--- src/rtl/alu_arbiter_pkg.sv ---
// ----------------------------------------------------------------------------
// alu_arbiter_pkg
// Shared definitions for the ALU-sharing arbiter:
//   - controller state encoding (IDLE / EXEC / RESP)
//   - bit positions of the captured ALU flags inside rsp_flags
//   - width of the ALU operation select
// ----------------------------------------------------------------------------
package alu_arbiter_pkg;

    localparam int ALU_SEL_W  = 4;
    localparam int FLAG_W     = 3;

    // rsp_flags = {Overflow, Zero, Carry_Out}
    localparam int FLAG_CARRY = 0;
    localparam int FLAG_ZERO  = 1;
    localparam int FLAG_OVF   = 2;

    typedef enum logic [1:0] {
        ST_IDLE = 2'd0,
        ST_EXEC = 2'd1,
        ST_RESP = 2'd2
    } arb_state_e;

endpackage : alu_arbiter_pkg

--- src/rtl/alu_arbiter_rr.sv ---
// ----------------------------------------------------------------------------
// rr_arbiter
// Purely combinational round-robin pick. The search starts at ptr+1 and wraps
// circularly, so the requester named by ptr (the last winner) has the lowest
// priority.
// Ports:
//   req         in   NUM_REQ  request vector
//   ptr         in   IDX_W    index of the previous winner
//   grant       out  NUM_REQ  one-hot grant (all zero when no request)
//   grant_idx   out  IDX_W    binary index of the granted requester
//   grant_valid out  1        at least one request present
// ----------------------------------------------------------------------------
module rr_arbiter #(
    parameter int NUM_REQ = 2,
    parameter int IDX_W   = $clog2(NUM_REQ)
) (
    input  logic [NUM_REQ-1:0] req,
    input  logic [IDX_W-1:0]   ptr,
    output logic [NUM_REQ-1:0] grant,
    output logic [IDX_W-1:0]   grant_idx,
    output logic               grant_valid
);

    // One extra bit so ptr+k (at most 2*NUM_REQ-1) never overflows before
    // the modulo reduction.
    logic [IDX_W:0] cand;

    always_comb begin
        grant       = '0;
        grant_idx   = '0;
        grant_valid = 1'b0;
        cand        = '0;
        // Walk from the farthest offset down to the nearest one so that the
        // closest requester after ptr overwrites any earlier hit.
        for (int k = NUM_REQ; k >= 1; k--) begin
            cand = {1'b0, ptr} + (IDX_W+1)'(k);
            if (cand >= (IDX_W+1)'(NUM_REQ)) begin
                cand = cand - (IDX_W+1)'(NUM_REQ);
            end
            if (req[cand[IDX_W-1:0]]) begin
                grant                   = '0;
                grant[cand[IDX_W-1:0]]  = 1'b1;
                grant_idx               = cand[IDX_W-1:0];
                grant_valid             = 1'b1;
            end
        end
    end

endmodule : rr_arbiter

--- src/rtl/alu_arbiter.sv ---
// ----------------------------------------------------------------------------
// alu_arbiter
// Shares one external combinational alu_32 between NUM_REQ requesters.
// A round-robin winner is accepted in IDLE, its operands are registered onto
// the ALU inputs, the ALU settles for one cycle (EXEC), and result/flags are
// captured and offered to the winner until it accepts them (RESP).
// Ports:
//   clk, rst_n                 clock, asynchronous active-low reset
//   req_valid/req_ready        per-requester request handshake
//   req_a/req_b/req_sel        packed operands/select, requester i at slice i
//   rsp_valid/rsp_ready        per-requester response handshake
//   rsp_result/rsp_flags       captured ALU_Out and {Overflow, Zero, Carry}
//   alu_a/alu_b/alu_sel        registered drive to alu_32
//   alu_out/alu_carry/alu_zero/alu_overflow   alu_32 outputs
//   busy                       high outside IDLE
//   ops_done                   completed responses, wraps silently
// ----------------------------------------------------------------------------
module alu_arbiter
    import alu_arbiter_pkg::*;
#(
    parameter int NUM_REQ = 2,
    parameter int DATA_W  = 32,
    parameter int CNT_W   = 16
) (
    input  logic                           clk,
    input  logic                           rst_n,
    input  logic [NUM_REQ-1:0]             req_valid,
    output logic [NUM_REQ-1:0]             req_ready,
    input  logic [NUM_REQ*DATA_W-1:0]      req_a,
    input  logic [NUM_REQ*DATA_W-1:0]      req_b,
    input  logic [NUM_REQ*ALU_SEL_W-1:0]   req_sel,
    output logic [NUM_REQ-1:0]             rsp_valid,
    input  logic [NUM_REQ-1:0]             rsp_ready,
    output logic [DATA_W-1:0]              rsp_result,
    output logic [FLAG_W-1:0]              rsp_flags,
    output logic [DATA_W-1:0]              alu_a,
    output logic [DATA_W-1:0]              alu_b,
    output logic [ALU_SEL_W-1:0]           alu_sel,
    input  logic [DATA_W-1:0]              alu_out,
    input  logic                           alu_carry,
    input  logic                           alu_zero,
    input  logic                           alu_overflow,
    output logic                           busy,
    output logic [CNT_W-1:0]               ops_done
);

    localparam int IDX_W = $clog2(NUM_REQ);

    arb_state_e             state_q, state_d;
    logic [IDX_W-1:0]       ptr_q, ptr_d;
    logic [IDX_W-1:0]       grant_q, grant_d;
    logic [DATA_W-1:0]      alu_a_q, alu_a_d;
    logic [DATA_W-1:0]      alu_b_q, alu_b_d;
    logic [ALU_SEL_W-1:0]   alu_sel_q, alu_sel_d;
    logic [DATA_W-1:0]      rsp_result_q, rsp_result_d;
    logic [FLAG_W-1:0]      rsp_flags_q, rsp_flags_d;
    logic [CNT_W-1:0]       ops_done_q, ops_done_d;

    logic [NUM_REQ-1:0]     arb_grant;
    logic [IDX_W-1:0]       arb_idx;
    logic                   arb_valid;

    // Unpacked views of the packed request buses.
    logic [DATA_W-1:0]      a_arr   [NUM_REQ];
    logic [DATA_W-1:0]      b_arr   [NUM_REQ];
    logic [ALU_SEL_W-1:0]   sel_arr [NUM_REQ];

    genvar gi;
    generate
        for (gi = 0; gi < NUM_REQ; gi++) begin : g_unpack
            assign a_arr[gi]   = req_a[gi*DATA_W +: DATA_W];
            assign b_arr[gi]   = req_b[gi*DATA_W +: DATA_W];
            assign sel_arr[gi] = req_sel[gi*ALU_SEL_W +: ALU_SEL_W];
        end
    endgenerate

    rr_arbiter #(
        .NUM_REQ (NUM_REQ),
        .IDX_W   (IDX_W)
    ) u_rr (
        .req         (req_valid),
        .ptr         (ptr_q),
        .grant       (arb_grant),
        .grant_idx   (arb_idx),
        .grant_valid (arb_valid)
    );

    always_comb begin
        state_d      = state_q;
        ptr_d        = ptr_q;
        grant_d      = grant_q;
        alu_a_d      = alu_a_q;
        alu_b_d      = alu_b_q;
        alu_sel_d    = alu_sel_q;
        rsp_result_d = rsp_result_q;
        rsp_flags_d  = rsp_flags_q;
        ops_done_d   = ops_done_q;
        case (state_q)
            ST_IDLE: begin
                // The arbiter only grants a valid requester, so a grant is
                // already a completed handshake.
                if (arb_valid) begin
                    alu_a_d   = a_arr[arb_idx];
                    alu_b_d   = b_arr[arb_idx];
                    alu_sel_d = sel_arr[arb_idx];
                    grant_d   = arb_idx;
                    ptr_d     = arb_idx;
                    state_d   = ST_EXEC;
                end
            end
            ST_EXEC: begin
                rsp_result_d             = alu_out;
                rsp_flags_d[FLAG_OVF]    = alu_overflow;
                rsp_flags_d[FLAG_ZERO]   = alu_zero;
                rsp_flags_d[FLAG_CARRY]  = alu_carry;
                state_d                  = ST_RESP;
            end
            ST_RESP: begin
                if (rsp_ready[grant_q]) begin
                    ops_done_d = ops_done_q + 1'b1;
                    state_d    = ST_IDLE;
                end
            end
            default: begin
                state_d = ST_IDLE;
            end
        endcase
    end

    always_ff @(posedge clk or negedge rst_n) begin
        if (!rst_n) begin
            state_q      <= ST_IDLE;
            ptr_q        <= IDX_W'(NUM_REQ-1);
            grant_q      <= '0;
            alu_a_q      <= '0;
            alu_b_q      <= '0;
            alu_sel_q    <= '0;
            rsp_result_q <= '0;
            rsp_flags_q  <= '0;
            ops_done_q   <= '0;
        end else begin
            state_q      <= state_d;
            ptr_q        <= ptr_d;
            grant_q      <= grant_d;
            alu_a_q      <= alu_a_d;
            alu_b_q      <= alu_b_d;
            alu_sel_q    <= alu_sel_d;
            rsp_result_q <= rsp_result_d;
            rsp_flags_q  <= rsp_flags_d;
            ops_done_q   <= ops_done_d;
        end
    end

    // req_ready is combinational from req_valid; gating with rst_n keeps it
    // low while reset is held even if requesters are already asserting valid.
    assign req_ready = (state_q == ST_IDLE && rst_n) ? arb_grant : '0;

    generate
        for (gi = 0; gi < NUM_REQ; gi++) begin : g_rsp_valid
            assign rsp_valid[gi] = (state_q == ST_RESP) && (grant_q == IDX_W'(gi));
        end
    endgenerate

    assign busy       = (state_q != ST_IDLE);
    assign alu_a      = alu_a_q;
    assign alu_b      = alu_b_q;
    assign alu_sel    = alu_sel_q;
    assign rsp_result = rsp_result_q;
    assign rsp_flags  = rsp_flags_q;
    assign ops_done   = ops_done_q;

endmodule : alu_arbiter

--- config.mk ---
export PLATFORM = sky130hd
export DESIGN_NAME = alu_arbiter
export DESIGN_NICKNAME = d
export VERILOG_FILES = /design/src/rtl/alu_arbiter_pkg.sv /design/src/rtl/alu_arbiter_rr.sv /design/src/rtl/alu_arbiter.sv
export SDC_FILE = /design/constraint.sdc
export NUM_CORES = 1
export LEC_CHECK = 0
export ABC_CLOCK_PERIOD_IN_PS = 1700
export CAP_MARGIN = 20
export CORE_MARGIN = 3
export CORE_UTILIZATION = 39
export DETAILED_ROUTE_END_ITERATION = 16
export PLACE_DENSITY_LB_ADDON = 0.1
export SLEW_MARGIN = 20
export SYNTH_ARGS = -nofsm -noshare
export SYNTH_HDL_FRONTEND = slang
export SYNTH_SLANG_ARGS = --single-unit
--- constraint.sdc ---
create_clock -name clk -period 1.7 [get_ports clk]
set_clock_uncertainty 0.1 [all_clocks]
set_input_delay 0.34 -clock clk [delete_from_list [all_inputs] [get_ports clk]]
set_output_delay 0.34 -clock clk [all_outputs]
set_load 0.01 [all_outputs]
==> results of run 1 <==
-- per-stage QoR --
stage	std cells	power, mW	cell area [sq um]	TNS, ns
after global routing	975	16.9	9470	-1.24
after global placement	930	12.3	8710	-22.06
after floorplan	450	8.22	5320	0
after detailed placement	930	12.5	8710	-25.11
final	975	16.0	9470	-0.359
after CTS	965	15.5	9220	-0.725
-- cells in the mapped netlist (2+ instances only) --
library cell  number
a21oi_1           70
and3_1             5
buf_2             25
dfrtp_1          122
inv_1              4
mux2_2            36
mux2i_1           68
nand2_1            3
nand2b_1           3
nand3_1            8
nand4_1            4
nor2_1            72
nor2_2             2
nor4_4             2
xnor2_1            9
xor2_1             6
-- state kept, by name, summed over array words and instances, names as in the netlist --
register	cells
alu_b	32
ptr_q	1
ops_done	16
state_q	2
alu_sel	4
grant_q	1
rsp_result	32
rsp_flags	3
alu_a	32
-- cell usage in the layout (no fill, tap or decap), types with 2 or more instances in the layout --
| master | count |
|---|---|
| a21oi_1 | 68 |
| and3_1 | 4 |
| buf_12 | 5 |
| buf_2 | 2 |
| buf_4 | 31 |
| buf_6 | 5 |
| bufinv_16 | 3 |
| clkbuf_1 | 2 |
| clkbuf_16 | 23 |
| clkbuf_8 | 6 |
| clkdlybuf4s15_1 | 3 |
| clkdlybuf4s50_1 | 175 |
| clkinv_2 | 2 |
| dfrtp_1 | 121 |
| dlygate4sd2_1 | 116 |
| inv_1 | 3 |
| mux2_2 | 36 |
| mux2i_1 | 68 |
| nand2_1 | 3 |
| nand2b_1 | 2 |
| nand3_1 | 8 |
| nand4_1 | 4 |
| nor2_1 | 71 |
| nor2_4 | 2 |
| nor4_4 | 2 |
| o21a_4 | 2 |
| xnor2_1 | 9 |
| xor2_1 | 6 |
-- worst min-delay path: stages --
cell and delay [ns]:
buf_4 0.11, buf_4 0.11, buf_4 0.54
-- repair_timing --
action / 4_1_cts / 5_1_grt
buffers inserted: 5 / 3
pin swaps: 2 / 2
resized for setup: 149 / 8
cloned: 0 / 8
endpoints found under the setup margin: 124 / 70
-- power groups by stage --
stage / registers [mW] / logic (mW) / clock network, mW
CTS: 5.03 / 6.65 / 3.84
floorplan: 5.66 / 2.56 / 0
finish: 5.02 / 7.18 / 3.78
detailed placement: 5.10 / 7.39 / 0
global placement: 5.03 / 7.25 / 0
global route: 5.18 / 7.77 / 3.99
-- final timing paths --
| check | from | end | slack [ns] | cells past startpoint |
|---|---|---|---|---|
| worst max-delay path | state_q[1]$_DFFE_PN0P_ | req_ready[1] | -0.11 | 4 |
| worst min-delay path | rst_n | alu_b[29]$_DFFE_PN0P_ | 0.11 | 3 |
| worst max register to register | state_q[1]$_DFFE_PN0P_ | alu_b[29]$_DFFE_PN0P_ | 0.06 | 8 |
| worst min register to register | ops_done[15]$_DFFE_PN0P_ | ops_done[15]$_DFFE_PN0P_ | 0.38 | 1 |
| max in group asynchronous | rst_n | ops_done[8]$_DFFE_PN0P_ | 0.71 | 3 |
| min in group clk | ops_done[15]$_DFFE_PN0P_ | ops_done[15]$_DFFE_PN0P_ | 0.38 | 1 |
-- area by class of cell --
| class | count | area [sq um] |
|---|---|---|
| fill | 1025 | 3830 |
| timing repair buffer | 344 | 3370 |
| sequential | 123 | 3080 |
| multi-input combinational | 297 | 2150 |
| clock buffer | 25 | 515 |
| tap | 176 | 220 |
| clock inverter | 6 | 108 |
| inverter | 4 | 15.0 |
-- kinds of logic (layout without fill, tap and decap cells) --
| kind of cell | Yosys count | in the layout |
|---|---|---|
| flip-flops | 123 | 123 |
| multiplexers | 105 | 105 |
| AND/OR/NAND/NOR | 101 | 101 |
| AO/OA/AOI/OAI | 74 | 75 |
| buffers and inverters | 31 | 379 |
| XOR/XNOR | 15 | 15 |
| adder cells (fa/ha/maj) | 1 | 1 |
-- per-layer routing --
metal	track usage (%)	routed length (um)
met1	24.3	6570
met2	38.9	9180
met3	8.62	1740
met4	9.17	516
met5	0	0
==> flow_summary.toml, run 1 <==
[timing]
setup-violations-final = 5
finalHoldViolations = 0
relSlewSlack_pct = 42.5
worst_pin_slew_ns = 0.863
fmax_mhz = 553
min_period_ns = 1.81
grt_setup_unrepaired = "true"
fin_crit_sh_pct = 106
setup_ws_ns = -0.110
holdWs_ns = 0.108
report.final.slew_viol_count = 0

[layout]
drive_gt1_share_pct = 16.3
area_growth_pct = 77.9
nNetsFinal = 965
finish.utilization_pct = 71.2
n_antenna_cell = 0

[synth]
synth_xor_area_share_pct = 2.47
synth.top_cell.area_share_pct = 57.4
yosysSeqAreaShare_pct = 57.9
ys_async_sr_fraction_pct = 100
yosys_warnings = 0
synthAdderAreaFrac_pct = 0.235
yosys.area_share.simple_pct = 8.79
synth_compound_area_share_pct = 7.15
synth.largest_area_cell = "dfrtp_1"
syn-cell-area_sq_um = 5320
synthCells = 450
synth_top_family_by_area = "multiplexers"
ys_types = 27
netlist_top_cells_area = "dfrtp_1 (57%), mux2i_1 (13%), mux2_2 (7.6%)"
ys_ff_latch = 123
avgSynthCellArea_sq_um = 11.8
synth_nets = 628
synth_edf_count = 0
synth.area.mux_share_pct = 20.7
synth_ff_type = "dfrtp_1"

[critical_path]
crit_top_cell = "buf_6"
worstPathMaxFanout = 3
crit_arrival_ns = 1.37
crit_chain = "nor2_4, buf_6, and3_4, buf_6"
end_kind = "output port"
crit_buf_inv = 2
worst_path_largest_cell_delay_ns = 0.41
crit_family = "flip-flops"
startpoint_type = "register"
worstPathRequired_ns = 1.26
critPathKind = "reg -> out"
slowest_stage = "dfrtp_1"

[global_route]
gr-total-overflow = 0
grtUsageTotal_pct = 22.3
grt_pass1_vias = 5011
grt_pass1_wl_mm = 25.6
grt_max_degree = 71
antenna_found_initial = 0

[clock_tree]
cts_made_buffers = 17
postCtsHoldBufs = 0
htree_levels = 4
cts_num_sinks = 123
cts-root-buf = "clkbuf_16"
clk_pin_slew_ns = 0.06
clk_latency_ns = 0.41
clockBufferDepth = 2
cts_tree = "built"

[job]
drv_cap = 0

[place]
dp_hpwl_mm = 12.9
place_ws_ns = -0.456
numPortBuffers = 300
place.gp.congestion = 0.768

[status]
violations = "setup timing"
status = "finished with violations"

[detailed_routing]
wl_mm = 18.0
drt_iter0_drc = 195
vias_per_cell = 4.90
ant_nets = 0
first_pass_iters = 4
num_vias = 4780
drc = 0
wl_per_cell_um = 18.5

[power]
ir_drop_mv = 0.760
p_clk_share_pct = 23.6
leakagePower_nw = 4.20
pwr-share-seq_pct = 31.4
internal_power_mw = 10.6
pwr_density_cell_nw_per_um2 = 1690
combPwrFrac_pct = 44.9
sw_frac_of_total_pct = 33.7
power_switching_mw = 5.39

[die]
num_io_pins = 301
dieHeight_um = 123
core_sq_um = 13300
die_width_um = 123
start_util_pct = 40.0
rows = 42
die_area_sq_um = 15100

[hold_path]
hold_path_class = "in -> async"
Note: power is estimated with default switching activity, not from simulation.
==> run 2: changes to the inputs <==
--- a/config.mk
+++ b/config.mk
@@ -10,6 +10,7 @@
 export CORE_MARGIN = 3
 export CORE_UTILIZATION = 39
 export DETAILED_ROUTE_END_ITERATION = 16
+export GPL_ROUTABILITY_DRIVEN = 0
 export PLACE_DENSITY_LB_ADDON = 0.1
 export SLEW_MARGIN = 20
 export SYNTH_ARGS = -nofsm -noshare
==> results of run 2 <==
Final layout, timing and power as in run 1 (identical DEF).
